--- config.mk ---
export PLATFORM = sky130hd
export DESIGN_NAME = dmem_sram_bridge
export DESIGN_NICKNAME = d
export VERILOG_FILES = /design/src/rtl/dmem_sram_bridge.sv
export SDC_FILE = /design/constraint.sdc
export NUM_CORES = 1
export LEC_CHECK = 0
export BUFFER_PORTS_ARGS = -buffer_cell sky130_fd_sc_hd__buf_2
export CAP_MARGIN = 20
export CORE_MARGIN = 5
export CORE_UTILIZATION = 39
export DETAILED_ROUTE_END_ITERATION = 10
export GPL_ROUTABILITY_DRIVEN = 0
export PLACE_DENSITY_LB_ADDON = 0.3
export SYNTH_ARGS = -nofsm -noshare
export SYNTH_HDL_FRONTEND = slang
export SYNTH_SLANG_ARGS = --single-unit
--- constraint.sdc ---
create_clock -name clk -period 2.2 [get_ports clk]
set_input_delay 0.44 -clock clk [delete_from_list [all_inputs] [get_ports clk]]
set_output_delay 0.44 -clock clk [all_outputs]
set_load 0.01 [all_outputs]
--- src/rtl/dmem_sram_bridge.sv ---
// Memory-stage bridge from the byte-lane load/store unit to the req/addr_ok/data_ok data bus.
// Optional macro DMEM_ADDR_MAP_EN folds 0x8000_0000-0xBFFF_FFFF onto physical {3'b000, addr[28:0]}.
`timescale 1ns/1ps
module dmem_sram_bridge (
  input  logic        clk,
  input  logic        rst,
  input  logic        mem_en,
  input  logic [3:0]  mem_wen,
  input  logic [31:0] mem_addr,
  input  logic [31:0] mem_wdata,
  input  logic        mem_exc,
  input  logic        flush,
  input  logic        stall_other,
  output logic        stall_dmem,
  output logic [31:0] mem_rdata,
  output logic        data_req,
  output logic        data_wr,
  output logic [1:0]  data_size,
  output logic [31:0] data_addr,
  output logic [31:0] data_wdata,
  output logic [3:0]  data_wstrb,
  input  logic        data_addr_ok,
  input  logic        data_data_ok,
  input  logic [31:0] data_rdata
);

  typedef enum logic [1:0] {S_IDLE, S_ADDR, S_DATA, S_DONE} state_e;

  state_e      state_q, state_d;
  logic        cancel_q, cancel_d;
  logic        wr_q, wr_d;
  logic [31:0] rdata_q, rdata_d;
  logic        start;
  logic [31:0] phys_addr;

  function automatic logic [1:0] size_enc(input logic [3:0] wen);
    case (wen)
      4'b1111:                            size_enc = 2'd2;
      4'b0011, 4'b1100:                   size_enc = 2'd1;
      4'b0001, 4'b0010, 4'b0100, 4'b1000: size_enc = 2'd0;
      default:                            size_enc = 2'd2;
    endcase
  endfunction

  function automatic logic [31:0] map_addr(input logic [31:0] a);
`ifdef DMEM_ADDR_MAP_EN
    map_addr = (a[31:30] == 2'b10) ? {3'b000, a[28:0]} : a;
`else
    map_addr = a;
`endif
  endfunction

  // Bus fields come straight from the held M-stage register, so they stay stable while req is up.
  assign start      = mem_en & ~mem_exc & ~flush;
  assign phys_addr  = map_addr(mem_addr);
  assign data_wr    = |mem_wen;
  assign data_wstrb = mem_wen;
  assign data_wdata = mem_wdata;
  assign data_size  = size_enc(mem_wen);
  assign data_addr  = data_wr ? phys_addr : {phys_addr[31:2], 2'b00};
  assign mem_rdata  = (state_q == S_DATA && data_data_ok) ? data_rdata : rdata_q;

  always_comb begin
    state_d    = state_q;
    cancel_d   = cancel_q;
    wr_d       = wr_q;
    rdata_d    = rdata_q;
    data_req   = 1'b0;
    stall_dmem = 1'b0;
    case (state_q)
      S_IDLE: begin
        data_req   = start;
        stall_dmem = start;
        cancel_d   = 1'b0;
        if (start) begin
          wr_d    = |mem_wen;
          state_d = data_addr_ok ? S_DATA : S_ADDR;
        end
      end
      S_ADDR: begin
        // A flush never withdraws req; the access is only marked for discard.
        data_req   = 1'b1;
        cancel_d   = cancel_q | flush;
        stall_dmem = ~cancel_q | (mem_en & ~flush);
        if (data_addr_ok) state_d = S_DATA;
      end
      S_DATA: begin
        cancel_d   = cancel_q | flush;
        stall_dmem = cancel_q ? (mem_en & ~flush) : ~data_data_ok;
        if (data_data_ok) begin
          if (~cancel_q & ~flush & ~wr_q) rdata_d = data_rdata;
          if (stall_other & ~cancel_q & ~flush) begin
            state_d = S_DONE;
          end else begin
            state_d  = S_IDLE;
            cancel_d = 1'b0;
          end
        end
      end
      S_DONE: begin
        if (~stall_other) state_d = S_IDLE;
      end
      default: state_d = S_IDLE;
    endcase
  end

  always_ff @(posedge clk or posedge rst) begin
    if (rst) begin
      state_q  <= S_IDLE;
      cancel_q <= 1'b0;
      wr_q     <= 1'b0;
      rdata_q  <= 32'h0;
    end else begin
      state_q  <= state_d;
      cancel_q <= cancel_d;
      wr_q     <= wr_d;
      rdata_q  <= rdata_d;
    end
  end

endmodule

==> summary.txt <==
ANT nets after route - 0
Met3 Usage GRT - 5.760%
DRC viols - 0
Worst setup SP type - flop
Final Hold Viols - 0
TritonCTS Buffers - 5
H-tree depth - 2
Synth top area cells - dfrtp_1, mux2_2, buf_4
Sink Count - 36
Max Cap Viol - 0
DIE WIDTH - 90.12 µm
Dominant synthesized flop cell - dfrtp_1
Setup violators final - 0
Buf/Inv on CP - 2
Number of top-level pins - 213
FFs w/ async S/R, synth - 100.0%
GRT Util Overall - 12.56%
Post-synth top area share - 35.98%
Placed cell areas - 0.002572 mm²
Cell count after synthesis - 222
Pleak - 0.001402 µW
FMAX - 471.8 MHz
CP Capture Type - primary output
Pint - 2402 µW
Clock transition at path regs - 0.07 ns
Clk Latency, worst-skew pair - 0.29 ns
Sw Pwr - 1149 µW
Avg Cell Area, Syn - 11.28 µm²
Tmin final - 2.119 ns
Initial antenna violation count - 0
Worst hold-check path type - input port to async pin
Final nets - 372
Area of the multi-input gates - 0.001049 mm²
Largest net degree at the start of global routing - 37
Met2 usage - 20.61%
WL final - 4.987 mm
Worst R2R End - rdata_q[3]
Die Y - 90.12 µm
Root Buffer - clkbuf_8
Post-Syn Area - 0.002504 mm²
End-of-flow core utilization - 44.17%
CP top delay family - flip-flops
Via count - 1617
Final worst slack - 0.08064 ns
Switch share - 32.35%
R2R Path Start - state_q[0]
Seq/Total Area, Yosys - 35.98%
Row count - 29
P&R area growth vs syn - 11.39%
Cell with the largest stage delay on the worst path - dfrtp_1
CTS tree - yes
Worst Skew - 0.003459 ns
Max-slew violation count - 0
R2R Setup Slk - 0.16 ns
Hold_buf cts - 0
R2R cell count - 8
Arr. time, crit path - 1.68 ns
Gr ovfl total - 0
Pre-CTS WS - 0.2130 ns
Initial core utilization - 39.66%
Number of synthesized flops with an enable pin - 0
Max transition margin - 69.01%
Share of cells above drive strength 1 - 68.73%
HPWL Detailed - 3.724 mm
Clock Power Share - 17.9%
Vias in the first global route - 1718
Cell Pwr Density - 1273 mW/mm²
Mapped Nets - 336
Diode count - 0
Slowest cell delay on critical path - 0.42 ns
# fillers - 643
Post-DR wirelength/cell - 14.84 µm
Synth warn - 0
Clk buf depth - 2
CORE AREA - 0.006314 mm²
WS Path Type - flop to primary output
Register bit count reported by yosys - 36
First-pass GRT wire length - 8.411 mm
CP cell instances - ha_2, nand2_4, buf_12, mux2_2, buf_2
Via density - 4.813
Register area - 900.9 µm²
CP max FO - 15
Cell area after layout - 0.002789 mm²
Slew at the pin closest to its max-slew limit - 0.4649 ns
GRT met1 Usage - 13.35%
Synth top cells by count - buf_4, mux2_2, dfrtp_1
RSZ-0062 raised after global routing - true
Cell taking the most area after synthesis - dfrtp_1
Die ar. - 0.008122 mm²
Most common cell in the netlist - buf_4
Count of cell types in the netlist - 21
Layer with the highest usage - met2
Design Power - 3551 µW
Register share of total power - 31.7%
Port buffer count - 88
Data required time of the worst path - 1.76 ns
First-pass detailed-route iteration total - 4
Initial DRC Count - 22
Final hold slack - 0.2443 ns
Max VDD drop - 0.4455 mV
Final period util - 96.33%
Status - finished clean
Comb pwr share - 50.4%
## timing repair
| action | 4_1_cts | 5_1_grt |
|---|---|---|
| gates cloned | 1 | 0 |
| resized for setup | 6 | 3 |
| pin swaps | 1 | 0 |
| endpoints found under the setup margin | 32 | 22 |
| endpoints found under the hold margin | 0 | 0 |
| setup buffers | 2 | 3 |
## power by group through the flow
stage / clock network (µW) / logic [µW] / registers [µW]
CTS: 659 / 1770 / 1130
global placement: 0 / 1670 / 1130
floorplan: 0 / 1280 / 1100
global route: 684 / 1980 / 1160
finish: 636 / 1790 / 1120
detailed placement: 0 / 1680 / 1140
## registers in the layout, summed over array words and instances (netlist names)
register and count:
cancel_q 1, rdata_q 32, state_q 2, wr_q 1
## final cells by class
class / count / share of cell area [%]
multi-input cells: 105 / 37.60
flip-flops and latches: 36 / 32.30
repair buffers: 101 / 20.91
clock buffers: 7 / 3.454
well taps: 77 / 3.454
inverters: 9 / 1.211
clock inverters: 1 / 1.077
## worst reg2reg max path, delay by kind of cell (launching register included)
family                   cells  cell delay (ns)
adder cells (fa/ha/maj)      1             0.20
buffers and inverters        4             0.70
AND/OR/NAND/NOR              2             0.26
multiplexers                 1             0.39
flip-flops                   1             0.39
## through the flow
stage | TNS (ns) | std cells
2_1_floorplan | 0 | 222
3_3_place_gp | 0 | 322
3_5_place_dp | 0 | 322
4_1_cts | 0 | 333
5_1_grt | -0.002194 | 336
6_report | 0 | 336
## per-layer routing
metal	vias up	wire length (µm)
li1	756	-
met1	754	1910
met2	81	2392
met3	26	535
met4	0	149
met5	-	0
## logic make-up after synthesis
kind of cell,Yosys count,share of synthesized area (%)
compound gates,12,3.399
simple gates,20,4.648
flops,36,35.98
mux,66,29.99
buf+inv,81,22.64
fa+ha+maj,6,2.998
xor+xnor,1,0.3499
## worst max-delay path by stage
stage | startpoint | cells after the start | to
2_1_floorplan | state_q[0] | 5 | mem_rdata[10]
3_5_place_dp | state_q[0] | 7 | rdata_q[3]
5_1_grt | state_q[0] | 6 | mem_rdata[26]
4_1_cts | state_q[0] | 6 | mem_rdata[10]
3_3_place_gp | state_q[0] | 7 | rdata_q[14]
6_report | state_q[1] | 5 | mem_rdata[10]
## cell usage in the layout (no fill, tap or decap), drive strengths merged, types with 2 or more instances in the layout
cell    netlist  layout
nor2          8       8
nor2b         4       4
nand3         3       3
buf          72     101
mux2         66      66
inv           9       9
o21ai         4       4
ha            6       6
a21oi         5       5
nand2         2       2
nor4          2       2
dfrtp        36      36
clkbuf        0       7
Power figures use the tool's default switching activity.
